**src/rtl/gcd_pkg.sv**
```systemverilog
// Shared types and constants for the subtractive GCD engine.
// The iteration limit is enabled by defining GCD_ITER_LIMIT_EN.
package gcd_pkg;

  typedef enum logic [1:0] {
    ST_IDLE    = 2'd0,
    ST_COMPUTE = 2'd1,
    ST_DONE    = 2'd2
  } gcd_state_t;

  localparam int DEF_WIDTH    = 16;
  localparam int DEF_CNT_W    = 16;
  localparam int DEF_MAX_ITER = 1000;

  // Bit positions inside the result status register
  localparam int STAT_ZERO    = 0;
  localparam int STAT_TIMEOUT = 1;
  localparam int STAT_W       = 2;

endpackage

```
**src/rtl/gcd_step.sv**
```systemverilog
// One subtractive Euclid step: compares A and B and forms the next pair.
// Purely combinational; the engine decides whether the step is taken.
module gcd_step
  import gcd_pkg::*;
#(
  parameter int WIDTH = DEF_WIDTH
) (
  input  logic [WIDTH-1:0] a,
  input  logic [WIDTH-1:0] b,
  output logic             eq,
  output logic             gt,
  output logic [WIDTH-1:0] a_next,
  output logic [WIDTH-1:0] b_next
);

  always_comb begin
    eq     = (a == b);
    gt     = (a > b);
    a_next = a;
    b_next = b;
    // The larger operand absorbs the subtraction, so no underflow is possible
    if (gt) begin
      a_next = a - b;
    end else if (!eq) begin
      b_next = b - a;
    end
  end

endmodule

```
**src/rtl/gcd_engine.sv**
```systemverilog
// Subtractive GCD unit with valid/ready operand and result channels.
// Optional iteration limit: define GCD_ITER_LIMIT_EN to honour MAX_ITER.
module gcd_engine
  import gcd_pkg::*;
#(
  parameter int WIDTH    = DEF_WIDTH,
  parameter int CNT_W    = DEF_CNT_W,
  parameter int MAX_ITER = DEF_MAX_ITER
) (
  input  logic             clk,
  input  logic             rst_n,
  input  logic             in_valid,
  output logic             in_ready,
  input  logic [WIDTH-1:0] in_a,
  input  logic [WIDTH-1:0] in_b,
  output logic             out_valid,
  input  logic             out_ready,
  output logic [WIDTH-1:0] out_gcd,
  output logic [CNT_W-1:0] out_iters,
  output logic             out_zero,
  output logic             out_timeout,
  output logic             busy
);

`ifdef GCD_ITER_LIMIT_EN
  localparam bit LIMIT_EN = 1'b1;
`else
  localparam bit LIMIT_EN = 1'b0;
`endif

  localparam logic [CNT_W-1:0] ITER_LIMIT = CNT_W'(MAX_ITER);

  gcd_state_t          state_q;
  logic [WIDTH-1:0]    a_q;
  logic [WIDTH-1:0]    b_q;
  logic [CNT_W-1:0]    cnt_q;
  logic [STAT_W-1:0]   status_q;

  logic                step_eq;
  logic                step_gt;
  logic [WIDTH-1:0]    a_nxt;
  logic [WIDTH-1:0]    b_nxt;
  logic                limit_hit;
  logic                accept;

  function automatic logic [CNT_W-1:0] sat_inc(input logic [CNT_W-1:0] v);
    return (&v) ? v : v + 1'b1;
  endfunction

  gcd_step #(
    .WIDTH (WIDTH)
  ) u_step (
    .a      (a_q),
    .b      (b_q),
    .eq     (step_eq),
    .gt     (step_gt),
    .a_next (a_nxt),
    .b_next (b_nxt)
  );

  assign accept    = in_valid && in_ready;
  assign limit_hit = LIMIT_EN && (cnt_q == ITER_LIMIT);

  // The counter doubles as the reported iteration count; it only clears on accept
  assign out_iters   = cnt_q;
  assign out_zero    = status_q[STAT_ZERO];
  assign out_timeout = status_q[STAT_TIMEOUT];

  always_ff @(posedge clk or negedge rst_n) begin
    if (!rst_n) begin
      state_q   <= ST_IDLE;
      in_ready  <= 1'b0;
      out_valid <= 1'b0;
      busy      <= 1'b0;
      a_q       <= '0;
      b_q       <= '0;
      cnt_q     <= '0;
      out_gcd   <= '0;
      status_q  <= '0;
    end else begin
      case (state_q)
        ST_IDLE: begin
          in_ready <= 1'b1;
          if (accept) begin
            a_q      <= in_a;
            b_q      <= in_b;
            cnt_q    <= '0;
            status_q <= '0;
            in_ready <= 1'b0;
            if ((in_a == '0) || (in_b == '0)) begin
              state_q             <= ST_DONE;
              out_valid           <= 1'b1;
              out_gcd             <= in_a | in_b;
              status_q[STAT_ZERO] <= 1'b1;
            end else begin
              state_q <= ST_COMPUTE;
              busy    <= 1'b1;
            end
          end
        end

        ST_COMPUTE: begin
          // Equality wins over the limit so a result landing on MAX_ITER is kept
          if (step_eq) begin
            state_q   <= ST_DONE;
            busy      <= 1'b0;
            out_valid <= 1'b1;
            out_gcd   <= a_q;
          end else if (limit_hit) begin
            state_q                <= ST_DONE;
            busy                   <= 1'b0;
            out_valid              <= 1'b1;
            out_gcd                <= '0;
            status_q[STAT_TIMEOUT] <= 1'b1;
          end else begin
            a_q   <= a_nxt;
            b_q   <= b_nxt;
            cnt_q <= sat_inc(cnt_q);
          end
        end

        ST_DONE: begin
          if (out_ready) begin
            state_q   <= ST_IDLE;
            out_valid <= 1'b0;
            in_ready  <= 1'b1;
          end
        end

        default: begin
          state_q   <= ST_IDLE;
          in_ready  <= 1'b0;
          out_valid <= 1'b0;
          busy      <= 1'b0;
        end
      endcase
    end
  end

endmodule

```
**config.mk**
```make
export PLATFORM = sky130hd
export DESIGN_NAME = gcd_engine
export DESIGN_NICKNAME = d
export VERILOG_FILES = /design/src/rtl/gcd_pkg.sv /design/src/rtl/gcd_step.sv /design/src/rtl/gcd_engine.sv
export SDC_FILE = /design/constraint.sdc
export NUM_CORES = 1
export LEC_CHECK = 0
export CAP_MARGIN = 15
export CORE_AREA = 3 3 106 108
export DETAILED_ROUTE_END_ITERATION = 6
export DIE_AREA = 0 0 109 111
export PLACE_DENSITY = 0.73
export SETUP_SLACK_MARGIN = 0.5
export SLEW_MARGIN = 20
export SYNTH_ARGS = -nofsm -noshare
export SYNTH_HDL_FRONTEND = slang
export SYNTH_SLANG_ARGS = --single-unit
```
**constraint.sdc**
```tcl
create_clock -name clk -period 3.3 [get_ports clk]
set_clock_uncertainty 0.1 [all_clocks]
set_input_delay 0.495 -clock clk [delete_from_list [all_inputs] [get_ports clk]]
set_output_delay 0.495 -clock clk [all_outputs]
set_load 0.005 [all_outputs]
```
### Word level (Yosys, flattened, before mapping)

Cells that the tools add are included.

* register bits: 70
* output and inout bits: 37
* logic and storage cells: 78

* $add $sub $neg: 3
* $lt $le $gt $ge: 1
* equal/unequal tests: 12
* multiplexer cells: 34
* bitwise operators: 3
* reductions and logical operators: 16

Operator list (count)
* 16-bit two-way mux: 12
* 16-bit case mux with 2 select lines: 4
* 16-bit zero test: 2
* 16-bit subtractor: 2
* 4-bit AND reduction: 6
* 2-bit != test (second input constant): 9
* 16-bit by 1-bit adder with 16-bit output (second input constant): 1
* 16-bit == test: 1
* 16-bit greater-than comparator: 1
* 16-bit bitwise OR: 1
* 16-bit AND reduction: 1
* 1-bit two-way mux: 10
* 1-bit case mux with 3 select lines: 3
* 2-bit two-way mux: 4
* 2-bit case mux with 3 select lines: 1
* 2-bit AND reduction: 2
* 3-bit AND reduction: 1
* 2-bit by 1-bit == test with 1-bit output (second input constant): 1
* 2-bit == test (second input constant): 1
* 2-bit zero test: 1
* 1-bit inverter: 2
* 2-bit nonzero test: 1
* 1-bit logical AND: 1
* 1-bit logical OR: 1

### Logic depth before layout (Yosys ltp)

Gate-level depths: netlist of run 1.

* depth in word-level cells: 5
* depth in mapped cells: 12
* depth with buffers taken out: 10

### Modules after synthesis

A second synthesis of run 1 with hierarchy kept.

* cells, all modules: 708
* area, all modules: 5708.0 sq um

By module, submodules not included
* gcd_engine: instances 1, cells each 409, area each 3538.4 sq um, seq. area each 1751.7 sq um
* gcd_step: instances 1, cells each 299, area each 2169.6 sq um, seq. area each 0.0 sq um

### Worst setup path before layout of run 1

No wires, ideal clock.

* path type: register -> register
* start point: reg a_q[0]
* end point: reg b_q[11]
* setup time: 126 ps
* arrival time: 2134 ps
* data required time: 3074 ps
* slack: 939 ps
* stages on the path, launching flop included: 13
* clock period less this slack: 2361 ps
* path through: dfrtp_1 inv_1 ha_1 fa_1 nand2b_1 a21oi_2 o211a_1 nor3_2 or2_1 buf_4 buf_6 nor2_1 a31oi_1

* cells in the longest elaborated chain, start to end: 4
* elaborated cells between the ends (all ways): 9
* those cells by class: 1 x add/sub; 1 x order compare; 3 x eq/ne; 3 x mux; 1 x reduce/logical

Ends and longest elaborated chain
* start: declaration: RTL line gcd_engine.sv:34 `logic [WIDTH-1:0] a_q;`
* start signal: assignment: RTL line gcd_engine.sv:85 `a_q <= in_a;`
* start signal: assignment: RTL line gcd_engine.sv:116 `a_q <= a_nxt;`
* 16-bit subtractor: RTL line gcd_step.sv:25 `b_next = b - a;`
* 16-bit two-way mux: RTL line gcd_step.sv:22 `if (gt) begin`
* 16-bit two-way mux: RTL line gcd_engine.sv:104 `if (step_eq) begin`
* 16-bit case mux with 2 select lines: RTL line gcd_engine.sv:81 `case (state_q)`
* end signal: assignment: RTL line gcd_engine.sv:86 `b_q <= in_b;`
* end signal: assignment: RTL line gcd_engine.sv:117 `b_q <= b_nxt;`
* end: declaration: RTL line gcd_engine.sv:35 `logic [WIDTH-1:0] b_q;`

Parallel ways exist; a longest one is shown, timed or not. The select of a mux whose other input is x is not followed.
A chain may end at the register's enable or synchronous reset.

### Worst setup path after layout of run 1

* start point: reg a_q[5]
* end point: reg b_q[12]

Same word-level chain as after synthesis.

==> results of run 1 <==
[final timing paths]
path,depth (start not counted),to
setup / recovery,8,b_q[12]$_DFFE_PN0P_
min in group clk,1,out_gcd[10]$_DFFE_PN0P_
hold reg to reg,1,out_gcd[10]$_DFFE_PN0P_
setup reg to reg,8,b_q[12]$_DFFE_PN0P_
max in group asynchronous,2,b_q[15]$_DFFE_PN0P_
hold / removal,1,b_q[6]$_DFFE_PN0P_
[power by group through the flow]
stage / sequential [uW] / combinational (uW) / clock (uW)
after floorplan: 1470 / 4180 / 0
final: 1540 / 5530 / 687
after CTS: 1540 / 5380 / 700
after global routing: 1600 / 6150 / 735
after global placement: 1530 / 5240 / 0
after detailed placement: 1550 / 5350 / 0
[cell usage in the layout (no fill, tap or decap), types with 8 or more instances in the layout]
master,count
a211oi_1,12
mux2_2,8
clkbuf_8,9
nand2_1,68
buf_4,10
dfrtp_1,70
a21oi_1,43
inv_1,38
ha_1,31
nand4_1,15
mux2_4,9
nand3_1,9
xnor2_1,11
clkdlybuf4s50_1,70
nor2_1,56
nor4_1,10
o21ai_0,56
xor2_1,22
a31oi_1,21
[through the flow]
stage / utilization / hold WS [ns] / power, uW
2_1_floorplan: - / 0.0994 / 5650
3_3_place_gp: 0.571 / 0.392 / 6770
5_1_grt: 0.594 / 0.179 / 8480
3_5_place_dp: 0.571 / 0.397 / 6910
6_report: 0.594 / 0.132 / 7760
4_1_cts: 0.589 / 0.159 / 7620
[worst max-delay path, stage by stage, from the launching register on]
cell and delay, ns:
dfrtp_1 0.39, inv_1 0.08, ha_1 0.45, a2111o_1 0.44, o221ai_1 0.41, nor4_1 0.11
a21o_1 0.20, a2111oi_1 0.33, a21oi_1 0.09
[registers in the layout (all words and copies together) (netlist names)]
signal and count:
b_q 16, a_q 16, out_iters 16, state_q 2, busy 1, out_valid 1
out_gcd 16, in_ready 1, status_q 1
[Yosys cell counts (2+ instances only)]
cell / number
dfrtp_1: 70
nand2_1: 68
nor2_1: 56
o21ai_0: 56
a21oi_1: 45
inv_1: 38
ha_1: 32
xor2_1: 22
a31oi_1: 21
nand4_1: 15
clkbuf_1: 13
a211oi_1: 12
xnor2_1: 11
nor4_1: 10
buf_2: 9
buf_4: 9
mux2_4: 9
nand3_1: 9
mux2_2: 8
nand2b_1: 7
and3_1: 6
o211ai_1: 6
buf_6: 5
o21ai_1: 5
nor2b_1: 4
nor3_1: 4
o21a_1: 4
a21o_1: 3
o221ai_1: 3
or3_1: 3
and2_1: 2
and3_4: 2
buf_1: 2
fa_1: 2
mux2i_1: 2
nand2_2: 2
o21bai_1: 2
[per-layer routing]
layer / global-route usage / vias up / routed length [um]
met5: 0 / - / 0
met4: 0.0993 / 0 / 440
met3: 0.0507 / 48 / 968
met2: 0.365 / 182 / 6480
met1: 0.326 / 2220 / 6240
li1: - / 2243 / -
[timing repair]
action	4_1_cts	5_1_grt
resized for setup	0	7
buffers inserted	0	3
setup endpoints to repair	0	24
[area by class of cell]
cell class                 count  area (um2)  area share
multi-input combinational    461        3070       0.501
sequential                    70        1750       0.286
timing repair buffer          83         812       0.132
tap                          136         170      0.0277
inverter                      38         143      0.0233
clock buffer                   9         124      0.0202
clock inverter                 7        62.6      0.0102
[cells by family (layout without fill, tap and decap cells)]
group | after synthesis | after routing | synth area share
other | 1 | 1 | 0.000727
adder cells (fa/ha/maj) | 34 | 34 | 0.0854
multiplexers | 19 | 19 | 0.0475
flip-flops | 70 | 70 | 0.340
XOR/XNOR | 33 | 33 | 0.0560
AO/OA/AOI/OAI | 175 | 175 | 0.209
buffers and inverters | 76 | 137 | 0.0713
AND/OR/NAND/NOR | 199 | 199 | 0.190
==> results.cfg, run 1 <==
[synth]
synth-edff-count = 0
yosysWarnings = 0
synth_top_area_frac = 0.340
synth_cell_types = 67
ys_ff_latch = 70
synth.largest_area_cell = dfrtp_1
syn_inst = 607
seq_area_frac_synth = 0.340
avgSynthCellArea_um2 = 8.50
synth_area_leaders = dfrtp_1, ha_1, o21ai_0
netlist_area_mm2 = 0.00516
syn-num-nets = 677
synthArstFlopShare = 1.00
ys.flop_type = dfrtp_1

[cts]
cts_hold_buffers = 0
cts.sinks = 70
clk_pin_slew_worst_paths_ns = 0.10
h-tree-depth = 3
clk_latency_ns = 0.36
cts.path.max_buffers = 2
root_buffer = clkbuf_8
cts_tree = built
cts_inserted_buffers = 9

[power_and_ir_drop]
intPower_uw = 3820
share_comb_of_total_power = 0.713
clkPwrFrac = 0.089
power_leakage_uw = 0.00276
power_switching_uw = 3940
vdd.ir_drop.worst_uv = 629
switching_share = 0.508
power_frac_seq = 0.199
power_density_mw_per_mm2 = 1270

[detailed_routing]
drt_wl_total_mm = 14.1
drc = 0
drt-initial-drc-count = 357
route.antenna.remaining_nets = 0
wl_per_cell_um = 17.6
via_per_inst = 5.84
drtPass1Iterations = 5
via_count = 4693

[floorplanning]
die_h_um = 111
start_util = 0.500
row_count = 37
die_area_mm2 = 0.0121
coreArea_mm2 = 0.0103
dieWidth_um = 109
ioPinCount = 73

[place]
place_ws_ns = 0.518
gp_congestion = 0.909
place_area_mm2 = 0.00589
hpwl_mm = 10.4
io_buffer_count = 71
dpl.cell_count = 785

[global_routing]
track_usage = 0.239
grt_pass1_wl_mm = 23.2
first_global_vias = 4671
grt_max_degree = 74
antenna_found_initial = 0
overflow = 0

[sta]
fin_setup_tns_ns = 0
slew_headroom = 0.425
finalSetupViolCount = 0
slew_violations = 0
timing.final.ws_setup_ns = 0.597
rsz0062_at_grt = false
hold_viol_final = 0
period_minus_slack_ns = 2.70
tightest_slew_ns = 0.862
min_period_over_period = 0.819
max_freq_mhz = 370

[status]
status = finished clean

[final_layout]
stdcell_count = 804
drive_gt1_frac = 0.106
fillCellCount = 919
fin_area_mm2 = 0.00613
area_growth_pct = 18.9
n_antenna_cell = 0
layout.nets = 733

[flow_run]
cap_violations = 0

[critical_path]
rrSetupSlack_ns = 0.60
worstSetupPathType = reg -> reg
cp_max_fo = 9
crit_start = a_q[5]$_DFFE_PN0P_
cp.arrival_ns = 2.84
worstPathRequired_ns = 3.44
cp-start-kind = register
end_kind = register
reg2reg_from = a_q[5]$_DFFE_PN0P_

[hold_path]
hp-class = in -> async
Note: power is estimated with default switching activity, not from simulation.
==> inputs of run 2 (changes only) <==
--- a/config.mk
+++ b/config.mk
@@ -9,7 +9,7 @@
 export CORE_AREA = 3 3 106 108
 export DETAILED_ROUTE_END_ITERATION = 6
 export DIE_AREA = 0 0 109 111
-export PLACE_DENSITY = 0.73
+export PLACE_DENSITY = 0.76
 export SETUP_SLACK_MARGIN = 0.5
 export SLEW_MARGIN = 20
 export SYNTH_ARGS = -nofsm -noshare
==> constraint.sdc (replaced) <==
create_clock -name clk -period 2.45 [get_ports clk]
set_clock_uncertainty 0.1 [all_clocks]
set_input_delay 0.3675 -clock clk [delete_from_list [all_inputs] [get_ports clk]]
set_output_delay 0.3675 -clock clk [all_outputs]
set_load 0.005 [all_outputs]
==> run 2 against run 1 <==
Flip-flop and latch count unchanged. Die area unchanged. Wire length up 33%. Critical path depth up 2. Worst setup slack worse by 0.56 ns. Register-to-register slack worse by 0.56 ns. Utilization up 17 points. Hold slack better by 0.11 ns. Cell area up 29%. First-iteration DRC count up 71%. Via count up 21%. Critical endpoint is now b_q[13]$_DFFE_PN0P_.
==> results.cfg, run 2 (synthesis gave the netlist of run 1 again) <==
[status]
status = finished clean

[final_layout]
drive_gt1_frac = 0.365
n_antenna_cell = 0
multi_input_area_mm2 = 0.00374
final_common_cell = buf_4
layout.nets = 852
seq_area_mm2 = 0.00175
layout_common_cells = buf_4, dfrtp_1, nand2_1
area_growth_pct = 52.8
fillCellCount = 644

[sta]
max_freq_mhz = 415
hold_viol_final = 0
rsz0062_at_grt = true
finalSetupViolCount = 0
timing.final.ws_setup_ns = 0.0392
min_period_over_period = 0.984
period_minus_slack_ns = 2.41
slew_violations = 0

[floorplanning]
dieWidth_um = 109
die_area_mm2 = 0.0121
ioPinCount = 73
die_h_um = 111
row_count = 37
coreArea_mm2 = 0.0103
start_util = 0.500

[place]
gp_congestion = 0.943
place_ws_ns = -0.198
io_buffer_count = 71
hpwl_mm = 11.3

[cts]
clk_latency_ns = 0.38
h-tree-depth = 3
root_buffer = clkbuf_8
cts_inserted_buffers = 9
cts.path.max_buffers = 2
cts_tree = built
clk_pin_slew_worst_paths_ns = 0.09
cts.sinks = 70

[critical_path]
end_kind = register
reg2reg_from = a_q[3]$_DFFE_PN0P_
worstPathRequired_ns = 2.65
crit_start = a_q[3]$_DFFE_PN0P_
cp.arrival_ns = 2.61
cp-start-kind = register
rr_worst_depth = 10
r2r_end = b_q[13]$_DFFE_PN0P_
cp_max_fo = 4
rrSetupSlack_ns = 0.04
critPathCapture = b_q[13]$_DFFE_PN0P_
worstSetupPathType = reg -> reg

[detailed_routing]
drt_wl_total_mm = 18.8
drt-initial-drc-count = 612
wl_per_cell_um = 20.4
via_count = 5659
via_per_inst = 6.13
route.antenna.remaining_nets = 0
drc = 0
drtPass1Iterations = 7

[global_routing]
first_global_vias = 5564
track_usage = 0.291
antenna_found_initial = 0
grt_max_degree = 74
grt_pass1_wl_mm = 27.9
overflow = 0

[flow_run]
cap_violations = 0

[hold_path]
hp-class = in -> reg
-- run 2: cell type report --
type                            instances  area share
Clock inverter                          6     0.00889
Timing Repair Buffer                  199       0.239
Sequential cell                        70       0.222
Clock buffer                           10      0.0162
Multi-Input combinational cell        464       0.474
Inverter                               38      0.0181
Tap cell                              136      0.0216
-- run 2: metrics by stage --
step                setup TNS [ns]   util  area (um2)  cells  hold slack, ns
floorplan                        0      -        5350    607         -0.0281
global placement             -1.74  0.642        6630    860           0.328
detailed placement           -3.83  0.642        6630    860           0.332
CTS                              0  0.731        7550    916           0.416
global route               -0.0316  0.764        7880    923           0.254
finish                           0  0.764        7880    923           0.243
-- run 2: how the worst min path moves through the flow --
stage | start | to | cells after the start
global route | in_b[11] | b_q[11]$_DFFE_PN0P_ | 3
floorplan | rst_n | a_q[0]$_DFFE_PN0P_ | 0
global placement | rst_n | out_gcd[6]$_DFFE_PN0P_ | 2
detailed placement | rst_n | out_gcd[6]$_DFFE_PN0P_ | 2
CTS | out_gcd[3]$_DFFE_PN0P_ | out_gcd[3]$_DFFE_PN0P_ | 1
finish | in_b[11] | b_q[11]$_DFFE_PN0P_ | 3
-- run 2: what timing repair did --
item,in CTS,in global routing
pin swaps,29,35
cloned,5,0
setup buffers,34,7
gates resized for setup,89,74
setup endpoints to repair,67,67
hold buffers,1,0
endpoints found under the hold margin,70,0
-- run 2: per-layer routing --
layer / up-vias / part of all wire / global-route usage
li1: 2489 / - / -
met1: 2712 / 0.38 / 0.379
met5: - / 0 / 0
met4: 0 / 0.054 / 0.114
met2: 358 / 0.47 / 0.471
met3: 100 / 0.091 / 0.0553
-- run 2: worst max-delay path, stage by stage, from the launching register on --
cell and delay [ns]:
dfrtp_1 0.44, inv_2 0.08, ha_4 0.24, buf_4 0.14, a21o_1 0.16, a21oi_1 0.22
nand2_1 0.17, a21oi_2 0.19, nor2_1 0.08, or2_2 0.31, a32oi_2 0.21
Power of run 2 is left out: the tool's default activity adds up to more than one toggle a clock period on the data nets, which glitch-free logic cannot reach.
